==> src/rtl/uart_core_p.sv <==
// UART core: baud tick generator, show-ahead Tx/Rx FIFOs and Tx/Rx framing FSMs.
// Line loopbacks let firmware test the core with or without the external pins.

module uart_core_p_fifo #(
   parameter int unsigned AW = 4,
   parameter int unsigned W  = 8
) (
   input  logic         clk,
   input  logic         reset,
   input  logic         we_i,
   input  logic [W-1:0] wr_data_i,
   input  logic         re_i,
   output logic [W-1:0] rd_data_o,
   output logic [AW:0]  occ_o,
   output logic         ovf_o
);
   localparam int unsigned DEPTH    = 1 << AW;
   localparam logic [AW:0] FULL_OCC = (AW+1)'(DEPTH);

   logic [W-1:0] mem_q [DEPTH];
   logic [AW:0]  wr_ptr_q, rd_ptr_q;
   logic         ovf_q;
   logic         ne, full, pop, push;

   // Extra pointer bit distinguishes full from empty.
   assign occ_o     = wr_ptr_q - rd_ptr_q;
   assign ne        = (occ_o != '0);
   assign full      = (occ_o == FULL_OCC);
   assign pop       = re_i & ne;
   assign push      = we_i & (~full | pop);
   assign rd_data_o = ne ? mem_q[rd_ptr_q[AW-1:0]] : '0;
   assign ovf_o     = ovf_q;

   always_ff @(posedge clk) begin
      if (reset) begin
         wr_ptr_q <= '0;
         rd_ptr_q <= '0;
         ovf_q    <= 1'b0;
      end else begin
         if (push) wr_ptr_q <= wr_ptr_q + (AW+1)'(1);
         if (pop)  rd_ptr_q <= rd_ptr_q + (AW+1)'(1);
         ovf_q <= we_i & full & ~pop;
      end
   end

   always_ff @(posedge clk) begin
      if (push) mem_q[wr_ptr_q[AW-1:0]] <= wr_data_i;
   end
endmodule

module uart_core_p #(
   parameter int unsigned DIV_W = 12,
   parameter int unsigned TX_AW = 4,
   parameter int unsigned RX_AW = 4
) (
   input  logic             clk,
   input  logic             reset,
   input  logic [DIV_W-1:0] baud_div,
   input  logic [1:0]       cfg_bits,
   input  logic [1:0]       cfg_par,
   input  logic             cfg_stop2,
   input  logic             diag_loop,
   input  logic             line_loop,
   input  logic             tx_we,
   input  logic [7:0]       tx_wr_data,
   output logic             tx_full,
   output logic             tx_ovf,
   input  logic             rx_re,
   output logic [10:0]      rx_rd_data,
   output logic             rx_ne,
   output logic             rx_ovf,
   output logic             tx_busy,
   input  logic             uart_rx,
   output logic             uart_tx
);
   localparam logic [TX_AW:0] TX_FULL = (TX_AW+1)'(1 << TX_AW);

   typedef enum logic [2:0] {TX_IDLE, TX_START, TX_DATA, TX_PARITY, TX_STOP} tx_state_e;
   typedef enum logic [2:0] {RX_IDLE, RX_START, RX_DATA, RX_PARITY, RX_STOP, RX_WAIT_HI} rx_state_e;

   logic [DIV_W-1:0] div_cnt_q;
   logic             tick;

   // Oversample tick: one pulse every baud_div+1 clocks.
   assign tick = (div_cnt_q == '0);
   always_ff @(posedge clk) begin
      if (reset || tick) div_cnt_q <= baud_div;
      else               div_cnt_q <= div_cnt_q - DIV_W'(1);
   end

   logic [TX_AW:0] tx_occ;
   logic [7:0]     tx_fifo_data;
   logic           tx_ne, tx_pop;
   logic [RX_AW:0] rx_occ;
   logic           rx_push;
   logic [10:0]    rx_word;

   uart_core_p_fifo #(.AW(TX_AW), .W(8)) u_tx_fifo (
      .clk(clk), .reset(reset), .we_i(tx_we), .wr_data_i(tx_wr_data), .re_i(tx_pop),
      .rd_data_o(tx_fifo_data), .occ_o(tx_occ), .ovf_o(tx_ovf));

   uart_core_p_fifo #(.AW(RX_AW), .W(11)) u_rx_fifo (
      .clk(clk), .reset(reset), .we_i(rx_push), .wr_data_i(rx_word), .re_i(rx_re),
      .rd_data_o(rx_rd_data), .occ_o(rx_occ), .ovf_o(rx_ovf));

   assign tx_ne   = (tx_occ != '0);
   assign tx_full = (tx_occ == TX_FULL);
   assign rx_ne   = (rx_occ != '0);

   tx_state_e  tx_state_q, tx_state_d;
   logic [3:0] tx_tcnt_q, tx_tcnt_d;
   logic [2:0] tx_bit_q, tx_bit_d, tx_last_q, tx_last_d;
   logic [7:0] tx_sh_q, tx_sh_d;
   logic       tx_par_en_q, tx_par_en_d, tx_par_bit_q, tx_par_bit_d;
   logic       tx_stop2_q, tx_stop2_d, tx_line_q, tx_line_d, tx_busy_q;
   logic       tx_end;
   logic [7:0] tx_mask;

   assign tx_end  = tick & (tx_tcnt_q == 4'hF);
   assign tx_mask = 8'hFF >> (2'd3 - cfg_bits);

   always_comb begin
      tx_state_d   = tx_state_q;
      tx_tcnt_d    = tx_tcnt_q;
      tx_bit_d     = tx_bit_q;
      tx_sh_d      = tx_sh_q;
      tx_last_d    = tx_last_q;
      tx_par_en_d  = tx_par_en_q;
      tx_par_bit_d = tx_par_bit_q;
      tx_stop2_d   = tx_stop2_q;
      tx_pop       = 1'b0;
      tx_line_d    = 1'b1;
      if (tx_state_q != TX_IDLE && tick) tx_tcnt_d = tx_tcnt_q + 4'd1;
      case (tx_state_q)
         TX_IDLE: if (tick && tx_ne) begin
            // Frame format is captured here so later cfg changes wait for the next frame.
            tx_pop       = 1'b1;
            tx_sh_d      = tx_fifo_data;
            tx_last_d    = 3'd4 + {1'b0, cfg_bits};
            tx_par_en_d  = (cfg_par == 2'd1) || (cfg_par == 2'd2);
            tx_par_bit_d = (^(tx_fifo_data & tx_mask)) ^ (cfg_par == 2'd2);
            tx_stop2_d   = cfg_stop2;
            tx_tcnt_d    = 4'd0;
            tx_state_d   = TX_START;
         end
         TX_START: if (tx_end) begin
            tx_bit_d   = 3'd0;
            tx_state_d = TX_DATA;
         end
         TX_DATA: if (tx_end) begin
            tx_sh_d  = {1'b0, tx_sh_q[7:1]};
            tx_bit_d = tx_bit_q + 3'd1;
            if (tx_bit_q == tx_last_q) begin
               tx_bit_d   = 3'd0;
               tx_state_d = tx_par_en_q ? TX_PARITY : TX_STOP;
            end
         end
         TX_PARITY: if (tx_end) begin
            tx_bit_d   = 3'd0;
            tx_state_d = TX_STOP;
         end
         TX_STOP: if (tx_end) begin
            if (tx_stop2_q && tx_bit_q == 3'd0) tx_bit_d = 3'd1;
            else                                tx_state_d = TX_IDLE;
         end
         default: tx_state_d = TX_IDLE;
      endcase
      case (tx_state_d)
         TX_START:  tx_line_d = 1'b0;
         TX_DATA:   tx_line_d = tx_sh_d[0];
         TX_PARITY: tx_line_d = tx_par_bit_d;
         default:   tx_line_d = 1'b1;
      endcase
   end

   always_ff @(posedge clk) begin
      if (reset) begin
         tx_state_q   <= TX_IDLE;
         tx_tcnt_q    <= '0;
         tx_bit_q     <= '0;
         tx_sh_q      <= '0;
         tx_last_q    <= '0;
         tx_par_en_q  <= 1'b0;
         tx_par_bit_q <= 1'b0;
         tx_stop2_q   <= 1'b0;
         tx_line_q    <= 1'b1;
         tx_busy_q    <= 1'b0;
      end else begin
         tx_state_q   <= tx_state_d;
         tx_tcnt_q    <= tx_tcnt_d;
         tx_bit_q     <= tx_bit_d;
         tx_sh_q      <= tx_sh_d;
         tx_last_q    <= tx_last_d;
         tx_par_en_q  <= tx_par_en_d;
         tx_par_bit_q <= tx_par_bit_d;
         tx_stop2_q   <= tx_stop2_d;
         tx_line_q    <= tx_line_d;
         tx_busy_q    <= (tx_state_d != TX_IDLE);
      end
   end

   assign tx_busy = tx_busy_q;
   assign uart_tx = line_loop ? uart_rx : tx_line_q;

   rx_state_e  rx_state_q, rx_state_d;
   logic       rx_s1_q, rx_s2_q;
   logic [3:0] rx_tcnt_q, rx_tcnt_d;
   logic [2:0] rx_bit_q, rx_bit_d, rx_last_q, rx_last_d;
   logic [7:0] rx_data_q, rx_data_d;
   logic       rx_par_en_q, rx_par_en_d, rx_odd_q, rx_odd_d;
   logic       rx_par_err_q, rx_par_err_d, rx_one_q, rx_one_d;
   logic       rx_mid;

   assign rx_mid = tick & (rx_tcnt_q == 4'hF);

   always_comb begin
      rx_state_d   = rx_state_q;
      rx_tcnt_d    = rx_tcnt_q;
      rx_bit_d     = rx_bit_q;
      rx_last_d    = rx_last_q;
      rx_data_d    = rx_data_q;
      rx_par_en_d  = rx_par_en_q;
      rx_odd_d     = rx_odd_q;
      rx_par_err_d = rx_par_err_q;
      rx_one_d     = rx_one_q;
      rx_push      = 1'b0;
      rx_word      = '0;
      if (rx_state_q != RX_IDLE && rx_state_q != RX_WAIT_HI && tick) rx_tcnt_d = rx_tcnt_q + 4'd1;
      case (rx_state_q)
         RX_IDLE: if (!rx_s2_q) begin
            rx_tcnt_d    = 4'd0;
            rx_bit_d     = 3'd0;
            rx_data_d    = '0;
            rx_last_d    = 3'd4 + {1'b0, cfg_bits};
            rx_par_en_d  = (cfg_par == 2'd1) || (cfg_par == 2'd2);
            rx_odd_d     = (cfg_par == 2'd2);
            rx_par_err_d = 1'b0;
            rx_one_d     = 1'b0;
            rx_state_d   = RX_START;
         end
         // Mid-start sample: a line already back high was only a glitch.
         RX_START: if (tick && rx_tcnt_q == 4'd7) begin
            rx_tcnt_d  = 4'd0;
            rx_state_d = rx_s2_q ? RX_IDLE : RX_DATA;
         end
         RX_DATA: if (rx_mid) begin
            rx_data_d[rx_bit_q] = rx_s2_q;
            rx_one_d = rx_one_q | rx_s2_q;
            rx_bit_d = rx_bit_q + 3'd1;
            if (rx_bit_q == rx_last_q) rx_state_d = rx_par_en_q ? RX_PARITY : RX_STOP;
         end
         RX_PARITY: if (rx_mid) begin
            rx_par_err_d = rx_s2_q ^ (^rx_data_q) ^ rx_odd_q;
            rx_one_d     = rx_one_q | rx_s2_q;
            rx_state_d   = RX_STOP;
         end
         RX_STOP: if (rx_mid) begin
            rx_push    = 1'b1;
            rx_word    = {~rx_one_q & ~rx_s2_q, rx_par_err_q, ~rx_s2_q, rx_data_q};
            rx_state_d = rx_s2_q ? RX_IDLE : RX_WAIT_HI;
         end
         RX_WAIT_HI: if (rx_s2_q) rx_state_d = RX_IDLE;
         default: rx_state_d = RX_IDLE;
      endcase
   end

   always_ff @(posedge clk) begin
      if (reset) begin
         rx_s1_q      <= 1'b1;
         rx_s2_q      <= 1'b1;
         rx_state_q   <= RX_IDLE;
         rx_tcnt_q    <= '0;
         rx_bit_q     <= '0;
         rx_last_q    <= '0;
         rx_data_q    <= '0;
         rx_par_en_q  <= 1'b0;
         rx_odd_q     <= 1'b0;
         rx_par_err_q <= 1'b0;
         rx_one_q     <= 1'b0;
      end else begin
         rx_s1_q      <= diag_loop ? tx_line_q : uart_rx;
         rx_s2_q      <= rx_s1_q;
         rx_state_q   <= rx_state_d;
         rx_tcnt_q    <= rx_tcnt_d;
         rx_bit_q     <= rx_bit_d;
         rx_last_q    <= rx_last_d;
         rx_data_q    <= rx_data_d;
         rx_par_en_q  <= rx_par_en_d;
         rx_odd_q     <= rx_odd_d;
         rx_par_err_q <= rx_par_err_d;
         rx_one_q     <= rx_one_d;
      end
   end
endmodule
==> config.mk <==
export PLATFORM = sky130hd
export DESIGN_NAME = uart_core_p
export DESIGN_NICKNAME = d
export VERILOG_FILES = /design/src/rtl/uart_core_p.sv
export SDC_FILE = /design/constraint.sdc
export NUM_CORES = 1
export LEC_CHECK = 0
export ABC_CLOCK_PERIOD_IN_PS = 4500
export CORE_MARGIN = 10
export CORE_UTILIZATION = 42
export CTS_BUF_LIST = sky130_fd_sc_hd__clkbuf_4
export CTS_CLUSTER_DIAMETER = 100
export DETAILED_ROUTE_END_ITERATION = 6
export DONT_BUFFER_PORTS = 1
export SETUP_SLACK_MARGIN = 0.3
export SYNTH_ARGS = -nofsm -noshare
export SYNTH_HDL_FRONTEND = slang
export SYNTH_HIERARCHICAL = 1
export SYNTH_SLANG_ARGS = --single-unit
==> constraint.sdc <==
create_clock -name clk -period 4.5 [get_ports clk]
set_input_delay 0.675 -clock clk [delete_from_list [all_inputs] [get_ports clk]]
set_output_delay 0.675 -clock clk [all_outputs]
set_load 0.1 [all_outputs]
==> reports/metrics.cfg, run 1 <==
[synthesis]
post_synth_main_area_contributors = edfxtp_1 54%, mux4_2 12%, dfxtp_1 11%
synth_seq_cells = 399
ys_dominant_reg_cell = edfxtp_1
async_flop_share_pct = 0
synth_most_common_cell = edfxtp_1
syn_nets = 1151
netlist.area_leader.share_pct = 53.6
syn_inst = 1092
yosysUniqueCellTypes = 72
ys_warn_count = 6
synth.cells.most_frequent = 304 x edfxtp_1, 95 x dfxtp_1, 93 x mux4_2
synth_area_mm2 = 0.0170
synth_area_per_cell_um2 = 15.6
synth_edf_count = 304
yosys.area.top_type = edfxtp_1
ys_seq_area_share_pct = 64.8

[clocking]
cts.path.max_buffers = 3
cts_buffers = 102
clk_pin_slew_worst_paths_ps = 60
clock_latency_ps = 810
cts_root_buf = clkbuf_4
cts_sinks = 399
htreeDepth = 3
cts_tree = yes

[placement]
post-dp-hpwl_um = 23800
place_congestion = 0.791
numPortBuffers = 0
dp_cells = 1610
placed_cell_area_mm2 = 0.0179

[detailed_routing]
dr.pass1.iters = 4
drt-total-wl_um = 38500
wire_per_inst_um = 21.1
num_vias = 9838
drt_iter0_drc = 764
ant_nets = 0
drc = 0
vias_per_cell = 5.39

[status]
status = completed

[setup_path]
crit_slowest_cell = fa_1
path_cells = inv_1 -> ha_1 -> inv_1 -> fa_1 -> and3_1 -> or3_4 -> a22oi_2 -> buf_6 -> a211oi_4 -> buf_4
crit_fanout = 21
reg2reg_depth = 14
path_class = register to primary output
endpoint_kind = primary output
arrival_ps = 3280
cp.depth = 10
crit_required_ps = 3830
path_buf_inv = 4
cpLargestDelayFamily = buffers and inverters
crit_path_frequent_cell = inv_1
start_kind = register
max_stage_delay_ps = 400

[timing]
setup_viol = 0
finalMaxSlewViolations = 0
tns_ps = 0
rsz0062_at_grt = no
timing.fmax_mhz = 253
clock-skew-final_ps = 69.6
hold_violations = 0
finalCritPeriodShare_pct = 87.9
relSlewSlack_pct = 27.9
fin_crit_ps = 3960
worstMarginPinSlew_ps = 1080
holdWs_ps = 84.8

[hold_path]
hp-class = input port to register
hold_depth = 2

[finish]
finish.utilization_pct = 49.0
fin_cells = 1825
drive_gt1_share_pct = 29.4
area_growth_pct = 14.7
layout.nets = 1273
final_area_mm2 = 0.0195

[power_and_ir_drop]
leakagePower_nw = 6.04
p_per_area_mw_per_mm2 = 466
peakVddDrop_mv = 0.382

[run]
drv_cap = 0

[floorplanning]
die_area_mm2 = 0.0490
die_y_um = 221
io_pins = 49
die_w_um = 221
rows = 73
start_util_pct = 42.7
fp.coreArea_mm2 = 0.0399

[global_route]
grt_pass1_vias = 10176
grt_max_degree = 45
antenna_found_initial = 1
grt_pass1_wl_um = 59800
grt-ovfl-total = 0
track_usage_pct = 15.7

-- cell type report --
| cell class | count | area [um^2] |
|---|---|---|
| Inverter | 32 | 120 |
| Tap cell | 525 | 657 |
| Clock inverter | 23 | 103 |
| Sequential cell | 399 | 11000 |
| Antenna cell | 1 | 2.50 |
| Timing Repair Buffer | 69 | 619 |
| Fill cell | 3424 | 20400 |
| Multi-Input combinational cell | 610 | 5760 |
| Clock buffer | 166 | 1250 |
-- cell usage in the layout (no fill, tap or decap), types with 6 or more instances in the layout --
master	instances
nor3_1	13
or3_1	7
mux2i_1	19
a22oi_1	7
buf_4	41
mux2_1	9
nand3_1	10
nand4_1	10
ha_1	25
inv_1	32
dfxtp_1	92
xnor2_1	33
clkbuf_4	166
xor2_1	14
nand2b_1	16
o21ai_0	14
nor2b_1	22
mux4_2	93
and3_1	24
nor4_2	6
nand2_1	36
dlygate4sd3_1	24
edfxtp_1	304
nand3b_1	7
nor3_2	13
nor2b_2	10
mux2_2	7
a21oi_1	46
a211oi_1	6
nor2_1	82
clkinv_1	16
-- per-layer routing --
| layer | up-vias | global-route usage [%] | routed length (um) |
|---|---|---|---|
| li1 | 4527 | - | - |
| met1 | 4992 | 20.1 | 17000 |
| met2 | 248 | 25.1 | 18700 |
| met3 | 71 | 3.76 | 1870 |
| met4 | 0 | 6.32 | 937 |
| met5 | - | 0 | 0 |
-- worst paths after layout --
kind	from	end	slack, ps
worst max register to register	u_tx_fifo/wr_ptr_q[0]	u_tx_fifo/mem_q[8][6]	670
worst min-delay path	uart_rx	rx_s1_q	80
worst min register to register	rx_s1_q	rx_s2_q	400
worst max-delay path	u_rx_fifo/wr_ptr_q[0]	rx_rd_data[9]	540
-- report_power, final --
part | internal [mW] | switching, mW | leakage [nW]
registers | 3.98 | 0.0645 | 3.14
clock network | 1.67 | 1.45 | 0.810
logic | 0.520 | 1.43 | 2.09
total | 6.16 | 2.94 | 6.04
-- registers in the layout (all words and copies together) (netlist names), 4 cells and up, named ones only --
register	count
u_rx_fifo/mem_q	176
tx_sh_q	8
u_rx_fifo/rd_ptr_q	5
tx_tcnt_q	4
u_rx_fifo/wr_ptr_q	5
u_tx_fifo/wr_ptr_q	5
u_tx_fifo/rd_ptr_q	5
rx_data_q	8
rx_tcnt_q	4
div_cnt_q	12
u_tx_fifo/mem_q	128
-- worst reg2reg max path, delay by kind of cell, from the launching register on --
family                   cells  cell delay (ps)
AND/OR/NAND/NOR              4              890
buffers and inverters        3              490
multiplexers                 1              330
AO/OA/AOI/OAI                3              470
flip-flops                   1              410
adder cells (fa/ha/maj)      2              660
XOR/XNOR                     1              210
-- per-stage QoR --
| step | power [mW] | setup slack, ps |
|---|---|---|
| final | 9.10 | 544 |
| after CTS | 9.22 | 407 |
| after detailed placement | 6.03 | 698 |
| after global routing | 9.54 | 335 |
| after global placement | 6.02 | 861 |
| after floorplan | 5.63 | 595 |
-- cell families (layout without fill, tap and decap cells) --
| logic type | Yosys count | count (layout) | synth area share, % |
|---|---|---|---|
| compound gates | 109 | 109 | 4.18 |
| mux | 128 | 128 | 14.5 |
| buf+inv | 83 | 290 | 2.28 |
| other cells | 0 | 1 | 0 |
| simple gates | 298 | 298 | 9.71 |
| fa+ha+maj | 27 | 27 | 2.07 |
| flops | 399 | 399 | 64.8 |
| xor+xnor | 48 | 48 | 2.51 |
-- timing repair --
| action | CTS | global route |
|---|---|---|
| hold buffers | 25 | 0 |
| endpoints found under the setup margin | 0 | 10 |
| setup buffers | 0 | 0 |
| hold endpoints to repair | 186 | 0 |
| gates resized for setup | 0 | 3 |
(Power assumes the default switching activity.)
==> inputs of run 2 (changes only) <==
- GPL_TIMING_DRIVEN: not set -> 0
==> run 2 against run 1 <==
- final cell count up 1.7%
- worst setup slack lost 220 ps
- count of clock-buffer cells in the layout decreased by 18
- clock skew shrank 22 ps
- register-to-register slack worse by 90 ps
- the flow now finishes with violations (design-rule violations)
- sequential power barely moved
==> reports/metrics.cfg, run 2 (synthesized netlist as in run 1, its figures left out) <==
[setup_path]
crit_fanout = 10  ; -52%
reg2reg_depth = 14  ; unchanged
r2r_start = u_tx_fifo/wr_ptr_q[0]
path_class = register to primary output
r2r_slack_ps = 580  ; -90 ps
crit_required_ps = 3830  ; about the same
r2r_end = u_tx_fifo/mem_q[4][0]
start_kind = register
arrival_ps = 3500  ; +220 ps
endpoint_kind = primary output

[clocking]
cts.path.max_buffers = 3  ; unchanged
cts_tree = yes
htreeDepth = 3  ; unchanged
cts_buffers = 102  ; unchanged
cts_sinks = 399  ; unchanged
cts_root_buf = clkbuf_4
clk_pin_slew_worst_paths_ps = 70  ; about the same
clock_latency_ps = 790  ; -20 ps

[finish]
largest_reg_flops = 176  ; unchanged
area_growth_pct = 16.6
drive_gt1_share_pct = 29.1  ; -0.31 points
fin_cells = 1856  ; +1.7%
n_fill_cell = 3432  ; +0.23%
layout.nets = 1305  ; +2.5%
final_common_cell = edfxtp_1
final_cell_mix = 304 x edfxtp_1, 148 x clkbuf_4, 93 x dfxtp_1, 93 x mux4_2, 81 x nor2_1
finish.utilization_pct = 49.7  ; +0.79 points

[floorplanning]
fp.coreArea_mm2 = 0.0399  ; unchanged
die_w_um = 221  ; unchanged
start_util_pct = 42.7  ; unchanged
rows = 73  ; unchanged
die_area_mm2 = 0.0490  ; unchanged
die_y_um = 221  ; unchanged
io_pins = 49  ; unchanged

[detailed_routing]
vias_per_cell = 5.40  ; +0.14%
drc = 2  ; +2
ant_nets = 0  ; unchanged
num_vias = 10019  ; +1.8%
drt-total-wl_um = 38200  ; -0.69%
wire_per_inst_um = 20.6  ; -2.3%
dr.pass1.iters = 7  ; +3
drt_iter0_drc = 735  ; -3.8%

[placement]
numPortBuffers = 0  ; unchanged
post-dp-hpwl_um = 25200  ; +5.7%
dp_cells = 1636  ; +1.6%
place_congestion = 0.820  ; +3.7%

[hold_path]
hold_end = div_cnt_q[10]
hp-class = input port to register
hold_start = baud_div[10]
hold_depth = 2  ; unchanged

[timing]
finalCritPeriodShare_pct = 92.7  ; +4.8 points
finalMaxSlewViolations = 0  ; unchanged
setup_viol = 0  ; unchanged
relSlewSlack_pct = 25.5  ; -2.3 points
rsz0062_at_grt = yes
timing.fmax_mhz = 240  ; -5.2%
hold_violations = 0  ; unchanged
fin_crit_ps = 4170  ; +216 ps
worstMarginPinSlew_ps = 1110  ; +33.0 ps
clock-skew-final_ps = 48.0  ; -21.6 ps

[power_and_ir_drop]
peakVddDrop_mv = 0.301  ; -21%
leakagePower_nw = 6.16  ; +2.0%
p_per_area_mw_per_mm2 = 460  ; -1.2%

[global_route]
grt-ovfl-total = 0  ; unchanged
grt_pass1_vias = 10248  ; +0.71%
antenna_found_initial = 1  ; unchanged
grt_max_degree = 17  ; -62%
grt_pass1_wl_um = 59500  ; -0.43%
track_usage_pct = 15.5  ; -0.20 points

[status]
status = finished with violations
violations = design-rule violations

[run]
drv_cap = 0  ; unchanged

run 2: power by group:
| part | internal [mW] | switching [mW] | total, mW |
|---|---|---|---|
| sequential | 3.98 | 0.0420 | 4.02 |
| combinational | 0.506 | 1.51 | 2.02 |
| clock | 1.64 | 1.46 | 3.10 |
| total | 6.12 | 3.02 | 9.13 |
run 2: repair_timing:
| action | 4_1_cts | 5_1_grt |
|---|---|---|
| buffers inserted | 2 | 4 |
| endpoints found under the hold margin | 143 | 0 |
| setup endpoints to repair | 195 | 150 |
| hold buffers | 24 | 0 |
| cloned | 0 | 1 |
| pin swaps | 3 | 2 |
| resized for setup | 30 | 34 |
run 2: layer usage:
layer | GRT usage [%] | share of wire, % | vias up | wire length, um
met4 | 5.50 | 1.9 | 0 | 708
met2 | 25.1 | 49 | 266 | 18700
met5 | 0 | 0 | - | 0
met1 | 19.7 | 44 | 5077 | 16700
met3 | 3.94 | 5.7 | 48 | 2160
li1 | - | - | 4628 | -
run 2: layout make-up:
class / instances / area [um^2] / share of cell area [%]
repair buffers: 49 / 480 / 2.42
diodes: 1 / 2.50 / 0.0126
plain buffers: 51 / 287 / 1.44
multi-input cells: 611 / 5940 / 29.9
flip-flops and latches: 399 / 11000 / 55.6
inverters: 32 / 120 / 0.605
clock inverters: 40 / 223 / 1.12
clock buffers: 148 / 1110 / 5.60
well taps: 525 / 657 / 3.31
run 2: worst max-delay path, stage by stage, from the launching register on:
cell and delay, ps:
dfxtp_2 350, inv_2 70, ha_1 170, inv_1 60
fa_2 540, nand3b_1 110, a211o_1 110, a22oi_1 90
buf_4 180, buf_8 170, a211oi_4 870
run 2: how the worst max path moves through the flow:
| stage | from | to | slack, ps |
|---|---|---|---|
| after floorplan | u_rx_fifo/wr_ptr_q[0] | rx_rd_data[0] | 600 |
| after global placement | div_cnt_q[0] | u_rx_fifo/mem_q[1][5] | -1300 |
| after detailed placement | u_tx_fifo/wr_ptr_q[0] | u_tx_fifo/wr_ptr_q[4] | -210 |
| after CTS | u_rx_fifo/wr_ptr_q[0] | rx_rd_data[9] | 8 |
| after global routing | u_rx_fifo/wr_ptr_q[0] | rx_rd_data[9] | 120 |
| final | u_rx_fifo/wr_ptr_q[0] | rx_rd_data[9] | 330 |
run 2: stage by stage:
step                      area (um^2)  power (mW)  hold WS, ps  setup WS, ps  TNS, ps
after global routing            19900        9.53         32.3           116        0
after global placement          17700        5.86          395         -1300  -121520
after detailed placement        18000        5.93          397          -205    -7480
after CTS                       19700        9.17         3.18          8.37        0
after floorplan                 17000        5.63          389           595        0
final                           19900        9.13         73.2           328        0
